File: src/rtl/etc_pkg.sv
// Shared definitions for the multi-lane ETC gate: lane states, E-pass codes,
// and the timer sizing helper used by every lane.
package etc_pkg;

  // Per-lane sequence state
  typedef enum logic [2:0] {
    IDLE    = 3'd0,
    CHECK   = 3'd1,
    OPEN    = 3'd2,
    PASSING = 3'd3,
    HOLD    = 3'd4,
    DENY    = 3'd5
  } lane_state_t;

  // E-pass reader codes, one 2-bit code per lane
  localparam logic [1:0] EPASS_NONE    = 2'b00;
  localparam logic [1:0] EPASS_VALID   = 2'b01;
  localparam logic [1:0] EPASS_LOWBAL  = 2'b10;
  localparam logic [1:0] EPASS_INVALID = 2'b11;

  // Width of the pass counter per lane
  localparam int PASS_COUNT_W = 16;

  // Largest count any lane timer must represent
  function automatic int timer_max(input int timeout_cycles, input int hold_cycles);
    return (timeout_cycles > hold_cycles) ? timeout_cycles : hold_cycles;
  endfunction

  // Timer width large enough to hold timer_max without wrapping
  function automatic int timer_width(input int timeout_cycles, input int hold_cycles);
    return $clog2(timer_max(timeout_cycles, hold_cycles) + 1);
  endfunction

endpackage

File: src/rtl/etc_lane_fsm.sv
// One toll lane: sensor-sequence FSM, E-pass decision, shared wait/hold
// timer, decoded barrier/alarm, and (with ETC_PASS_COUNT_EN defined) a
// saturating count of completed passages.
module etc_lane_fsm
  import etc_pkg::*;
#(
  parameter int TIMEOUT_CYCLES = 64,
  parameter int HOLD_CYCLES    = 16
) (
  input  logic       clk,
  input  logic       reset_n,
  input  logic       sensor1,
  input  logic       sensor2,
  input  logic       sensor3,
  input  logic [1:0] valid_epass,
  output logic       barrier_q,
  output logic       alarm
`ifdef ETC_PASS_COUNT_EN
  ,
  output logic [PASS_COUNT_W-1:0] pass_count
`endif
);

  localparam int TIMER_W   = timer_width(TIMEOUT_CYCLES, HOLD_CYCLES);
  localparam int TIMER_TOP = timer_max(TIMEOUT_CYCLES, HOLD_CYCLES);

  // Timer value seen during the last cycle of a wait/hold window
  localparam logic [TIMER_W-1:0] TIMEOUT_LAST = TIMER_W'(TIMEOUT_CYCLES - 1);
  localparam logic [TIMER_W-1:0] HOLD_LAST    = TIMER_W'(HOLD_CYCLES - 1);
  localparam logic [TIMER_W-1:0] TIMER_SAT    = TIMER_W'(TIMER_TOP);

  lane_state_t          state_reg;
  lane_state_t          state_next;
  logic [TIMER_W-1:0]   timer_reg;
  logic [TIMER_W-1:0]   timer_next;
  logic                 code_valid;
  logic                 code_reject;

  assign code_valid  = (valid_epass == EPASS_VALID);
  assign code_reject = (valid_epass == EPASS_LOWBAL) || (valid_epass == EPASS_INVALID);

  // State and timer registers; reset drops the lane straight back to IDLE
  always_ff @(posedge clk or negedge reset_n) begin
    if (!reset_n) begin
      state_reg <= IDLE;
      timer_reg <= '0;
    end else begin
      state_reg <= state_next;
      timer_reg <= timer_next;
    end
  end

  // Next-state decision for the lane sequence
  always_comb begin
    state_next = state_reg;
    case (state_reg)
      IDLE: begin
        if (sensor1) begin
          state_next = CHECK;
        end
      end
      CHECK: begin
        // valid code beats a reject code, which beats the vehicle leaving,
        // which beats the no-tag timeout
        if (code_valid) begin
          state_next = OPEN;
        end else if (code_reject) begin
          state_next = DENY;
        end else if (!sensor1) begin
          state_next = IDLE;
        end else if (timer_reg >= TIMEOUT_LAST) begin
          state_next = DENY;
        end
      end
      OPEN: begin
        // sensor3 alone means nothing here; only the barrier-line sensor advances
        if (sensor2) begin
          state_next = PASSING;
        end else if (timer_reg >= TIMEOUT_LAST) begin
          state_next = HOLD;
        end
      end
      PASSING: begin
        // deliberately no timeout: a vehicle may be under the barrier
        if (sensor3) begin
          state_next = HOLD;
        end
      end
      HOLD: begin
        if (timer_reg >= HOLD_LAST) begin
          state_next = sensor1 ? CHECK : IDLE;
        end
      end
      DENY: begin
        if (!sensor1 && !sensor2) begin
          state_next = IDLE;
        end
      end
      default: begin
        state_next = IDLE;
      end
    endcase
  end

  // Timer restarts on every state change and otherwise counts up to saturation
  always_comb begin
    timer_next = timer_reg;
    if (state_next != state_reg) begin
      timer_next = '0;
    end else if (timer_reg < TIMER_SAT) begin
      timer_next = timer_reg + TIMER_W'(1);
    end
  end

  // Moore outputs decoded from the registered state only
  always_comb begin
    barrier_q = 1'b0;
    alarm     = 1'b0;
    case (state_reg)
      OPEN, PASSING, HOLD: barrier_q = 1'b1;
      DENY:                alarm     = 1'b1;
      default: begin
        barrier_q = 1'b0;
        alarm     = 1'b0;
      end
    endcase
  end

`ifdef ETC_PASS_COUNT_EN
  logic [PASS_COUNT_W-1:0] count_reg;
  logic                    pass_done;

  assign pass_done = (state_reg == PASSING) && (state_next == HOLD);

  // Count completed passages, sticking at all-ones instead of wrapping
  always_ff @(posedge clk or negedge reset_n) begin
    if (!reset_n) begin
      count_reg <= '0;
    end else if (pass_done && (count_reg != {PASS_COUNT_W{1'b1}})) begin
      count_reg <= count_reg + PASS_COUNT_W'(1);
    end
  end

  assign pass_count = count_reg;
`endif

endmodule

File: src/rtl/etc_multilane_gate.sv
// Multi-lane ETC gate: NUM_LANES independent lane FSMs with a per-lane
// manual override that forces the barrier open without touching the FSM.
// Optional feature macro: ETC_PASS_COUNT_EN adds the pass_count output.
module etc_multilane_gate
  import etc_pkg::*;
#(
  parameter int NUM_LANES      = 4,
  parameter int TIMEOUT_CYCLES = 64,
  parameter int HOLD_CYCLES    = 16
) (
  input  logic                   clk,
  input  logic                   reset_n,
  input  logic [NUM_LANES-1:0]   sensor1,
  input  logic [NUM_LANES-1:0]   sensor2,
  input  logic [NUM_LANES-1:0]   sensor3,
  input  logic [2*NUM_LANES-1:0] valid_epass,
  input  logic [NUM_LANES-1:0]   enable,
  output logic [NUM_LANES-1:0]   barrier,
  output logic [NUM_LANES-1:0]   alarm
`ifdef ETC_PASS_COUNT_EN
  ,
  output logic [PASS_COUNT_W*NUM_LANES-1:0] pass_count
`endif
);

  for (genvar gi = 0; gi < NUM_LANES; gi++) begin : g_lane
    logic barrier_q;

    etc_lane_fsm #(
      .TIMEOUT_CYCLES (TIMEOUT_CYCLES),
      .HOLD_CYCLES    (HOLD_CYCLES)
    ) u_lane (
      .clk         (clk),
      .reset_n     (reset_n),
      .sensor1     (sensor1[gi]),
      .sensor2     (sensor2[gi]),
      .sensor3     (sensor3[gi]),
      .valid_epass (valid_epass[2*gi +: 2]),
      .barrier_q   (barrier_q),
      .alarm       (alarm[gi])
`ifdef ETC_PASS_COUNT_EN
      ,
      .pass_count  (pass_count[PASS_COUNT_W*gi +: PASS_COUNT_W])
`endif
    );

    // Override is purely combinational so it works even while in reset
    assign barrier[gi] = enable[gi] | barrier_q;
  end

endmodule

File: config.mk
export PLATFORM = sky130hd
export DESIGN_NAME = etc_multilane_gate
export DESIGN_NICKNAME = d
export VERILOG_FILES = /design/src/rtl/etc_pkg.sv /design/src/rtl/etc_lane_fsm.sv /design/src/rtl/etc_multilane_gate.sv
export SDC_FILE = /design/constraint.sdc
export NUM_CORES = 1
export LEC_CHECK = 0
export ABC_AREA = 1
export CORE_MARGIN = 2
export CORE_UTILIZATION = 55
export CTS_BUF_LIST = sky130_fd_sc_hd__clkbuf_2
export DETAILED_ROUTE_END_ITERATION = 10
export GPL_TIMING_DRIVEN = 0
export PLACE_DENSITY = 0.89
export REMOVE_ABC_BUFFERS = 1
export SLEW_MARGIN = 20
export SYNTH_ARGS = -nofsm -noshare
export SYNTH_HDL_FRONTEND = slang
export SYNTH_SLANG_ARGS = --single-unit
File: constraint.sdc
create_clock -name clk -period 3.95 [get_ports clk]
set_input_delay 0.79 -clock clk [delete_from_list [all_inputs] [get_ports clk]]
set_output_delay 0.79 -clock clk [all_outputs]
set_load 0.05 [all_outputs]
; ---- After elaboration in Yosys (flattened, before gate mapping)
; Cells that the tools add are included.
[op_classes]
n_addsub = 4
magnitude_cmp = 12
n_eq_ne = 36
mux = 64
n_bitwise = 4
reduce_logical = 28
[op_table]
columns = operator, count
row1 = $mux 3, 40
row2 = $pmux 3 s6, 4
row3 = $mux 7, 8
row4 = $add 7x1->7 const B, 4
row5 = $ge 7x4->1 const B, 4
row6 = $ge 7x6->1 const B, 4
row7 = $lt 7x7->1 const B, 4
row8 = $eq 3x2->1 const B, 8
row9 = $eq 3x3->1 const B, 8
row10 = $eq 2x2->1 const B, 8
row11 = $eq 3x1->1 const B, 4
row12 = $logic_not 3->1, 4
row13 = $mux 1, 12
row14 = $ne 3x3->1, 4
row15 = $reduce_or 3->1, 4
row16 = $eq 2x1->1 const B, 4
row17 = $logic_not 1->1, 8
row18 = $reduce_bool 2->1, 4
row19 = $logic_and 1x1->1, 4
row20 = $logic_or 1x1->1, 4
row21 = $or 1x1->1, 4
[word_totals]
regBits = 40
input_bits = 26
word_cells = 156

; ---- Logic depth before layout (Yosys ltp)
[logic_depth]
ltp_word = 8
ltp_mapped = 12
mapped_depth_nobuf = 12

; ---- By module
; From an unflattened synthesis, not the netlist that was laid out.
[unflattened]
hier_cells = 384
area_unflattened_um2 = 2758.9
[modules_own_cells]
columns = module, n_inst, cells_per_inst, area_per_inst_um2, seq_area_each_um2
row1 = etc_lane_fsm (g_lane[0].u_lane ...), 3, 92, 669.4, 250.2
row2 = etc_lane_fsm (g_lane[3].u_lane), 1, 96, 705.7, 250.2
row3 = etc_multilane_gate, 1, 12, 45.0, 0.0

; ---- Worst setup path before layout
; OpenSTA, ideal clock, no wires.
[synth_timing]
path_type = input -> output
startpoint = input enable[0]
endpoint = output barrier[0]
arrival_ns = 1.406
t_required_ns = 3.160
setup_slack_ns = 1.754
cell_stages = 1
cell_sequence = or3b_2
[synth_via]
elab_chain_len = 1
[synth_rtl]
columns = element, line_no
row1 = start: declaration, etc_multilane_gate.sv:17  ; input logic [NUM_LANES-1:0] enable,
row2 = $or 1x1->1, etc_multilane_gate.sv:48  ; assign barrier[gi] = enable[gi] | barrier_q;
row3 = end: declaration, etc_multilane_gate.sv:18  ; output logic [NUM_LANES-1:0] barrier,
; No other way between the ends.

; ---- Worst setup path in the final report
; Same ends and word-level chain as after synthesis.

==> qor.csv <==
metric;value;unit
max-slew-margin-rel;66.4;%
cp-end-kind;output port;
slowest_stage;clkdlybuf4s50_1;
coreArea;0.00479;sq mm
synthToLayoutAreaGrowth;15.6;%
cp_num_cells;3;
status;finished, final reports clean;
synth-xor-area-share;5.40;%
r2r_slack;2.24;ns
layout-drive-gt1-share;10.4;%
portBuffers;33;
synth.cell_area;0.00276;sq mm
ys_seq_elements;40;
ys_seq_area_share;36.3;%
async_flop_share;100;%
ant_nets;0;
path_class;input port to output port;
finalHoldViolCount;0;
synth_top_family_by_area;simple AND/OR/NAND/NOR gates;
power_frac_comb;54.4;%
p_switching;0.000935;W
p_int;0.000984;W
wl_per_cell;11.1;microns
clock-sinks;40;
ys_warn_count;0;
seq_power_share;32.8;%
fin_setup_tns;0;ns
utilization;66.6;%
drt_iter0_drc;156;
clk_pin_slew;0.22;ns
syn-instance-count;392;
slew_viol_final;0;
num_io_pins;34;
synth_fa_ha_area_share;1.82;%
cpPeakStageDelay;0.71;ns
die-area;0.00559;sq mm
wl_met3;185;microns
grt_max_degree;32;
ff2ff_path_depth;10;
cp_num_buf_inv;2;
rr_startpoint;g_lane[3].u_lane.timer_reg[0];
synth_cell_type_count;33;
fin_crit;3.16;ns
overflow;0;
clkPwrFrac;12.7;%
synth_most_common_cell;nand2_1;
synth_area_per_cell;7.03;sq um
synth_ff_type;dfrtp_1;
insertion_delay;0.41;ns
htree_num_levels;2;
muxShareOfSynthArea;1.45;%
worstHoldPathType;input port to async pin;
grt_pass1_vias;2478;
critPathTopFamily;buffers and inverters;
dp_hpwl;4250;microns
gp_congestion;0.895;
die_x;74.8;microns
fmax;317;MHz
crit_path_start;enable[0];
drv_cap;0;
synth_top_area_share;36.3;%
grt_pass1_wl;9740;microns
synth_top_area_cell;dfrtp_1;
die_h;74.8;microns
cts_made_buffers;5;
holdWs;0.198;ns
post_cts_buffers;0;
drt_wl_total;5460;microns
root_buffer;clkbuf_2;
cts_resized;0;
antenna_found_initial;0;
nets;454;
cp_data_arrival_time;2.37;ns
worst_setup_path_start_kind;input port;
grt_use_total;22.1;%
ir_worst_vdd;0.000305;V
start_util;57.6;%
clk_path_buf_depth;2;
p_sw_share;48.7;%
finalSetupViolCount;0;
rsz0062_at_grt;false;
fin_skew;0.0344;ns
timing.final.crit_share;80.0;%
worstMarginPinSlew;0.502;ns
leakage;1.58;nW
crit_fanout;1;
p_per_area;602;mW/mm^2
cpMostUsedCell;clkdlybuf4s50_1;
nFillCells;408;
cts_hold_buffers;0;
route.met2.wl;2810;microns
dr_total_vias;2559;
top_layer;met4;
drc_errors;0;
endpoint;barrier[0];
worstPathRequired;3.16;ns
synth_compound_area_share;3.36;%
rows;25;
firstDrtPassIters;4;
rr_endpoint;g_lane[3].u_lane.timer_reg[5];
diodes;0;
synth_edf_count;0;
cts_tree;done;
largest_reg_flops;28;
synth_area_leaders;dfrtp_1 36%, nand2_1 13%, nor2_1 9.4%;
synth_common_cells;94 x nand2_1, 69 x nor2_1, 40 x dfrtp_1, 40 x nand3_1, 36 x inv_1;
cp_cell_sequence;clkdlybuf4s50_1 -> or3b_2 -> clkdlybuf4s50_1;
drt-met1-wl;2400;microns
synth-simple-area-share;43.6;%
via_per_inst;5.20;
power by group through the flow:
stage               logic, W  clock network (W)  registers [W]
CTS                  0.00105           0.000252       0.000629
finish               0.00104           0.000245       0.000630
global placement     0.00101                  0       0.000631
detailed placement   0.00104                  0       0.000636
floorplan           0.000806                  0       0.000608
global route         0.00118           0.000269       0.000648
stage by stage:
stage | setup slack, ns | std cells | power, W | area [sq um]
after floorplan | 1.59 | 383 | 0.00141 | 2690
after global placement | 0.817 | 483 | 0.00164 | 3110
after CTS | 0.783 | 492 | 0.00193 | 3190
final | 0.791 | 492 | 0.00192 | 3190
after detailed placement | 0.783 | 484 | 0.00168 | 3120
after global routing | 0.717 | 492 | 0.00209 | 3190
worst min path at each step:
stage                                         end  slack, ns                          start
global placement    g_lane[1].u_lane.timer_reg[1]       0.55  g_lane[1].u_lane.timer_reg[1]
global route        g_lane[0].u_lane.timer_reg[4]       0.16                        reset_n
finish              g_lane[0].u_lane.state_reg[1]       0.20                        reset_n
CTS                 g_lane[0].u_lane.state_reg[1]       0.19                        reset_n
floorplan           g_lane[0].u_lane.state_reg[0]       0.49                        reset_n
detailed placement  g_lane[1].u_lane.timer_reg[4]       0.57  g_lane[1].u_lane.timer_reg[4]
area by class of cell:
cell class	count	area, sq um	share of cell area, %
Multi-Input combinational cell	301	1530	48.1
Sequential cell	40	1000	31.4
Timing Repair Buffer	34	345	10.8
Inverter	42	158	4.95
Tap cell	67	83.8	2.63
Clock inverter	2	35.0	1.10
Clock buffer	6	30.0	0.943
per-layer routing:
layer	up-vias	GRT usage, %
met3	6	4.95
met2	36	39.3
met5	-	0
li1	1322	-
met4	0	7.54
met1	1195	26.5
cells by family after synthesis:
| logic type | after synthesis |
|---|---|
| AO/OA/AOI/OAI | 17 |
| AND/OR/NAND/NOR | 259 |
| adder cells (fa/ha/maj) | 4 |
| flip-flops | 40 |
| buffers and inverters | 51 |
| multiplexers | 4 |
| XOR/XNOR | 17 |
placed cells by master (no fill, tap or decap), drive strengths merged:
cell and instances:
clkdlybuf4s50 32, ha 4, nand3 46, nor2 77, bufinv 1, clkinv 1
o31ai 1, nand4 14, clkbuf 6, xor2 15, or3b 2, dfrtp 40
nand2 101, inv 42, a21oi 6, nand3b 2, nor3 11, xnor2 2
or2 4, and2 1, mux2i 4, a31oi 2, o21ai 7, buf 2
o211ai 1, or3 1
Power figures use the tool's default switching activity.
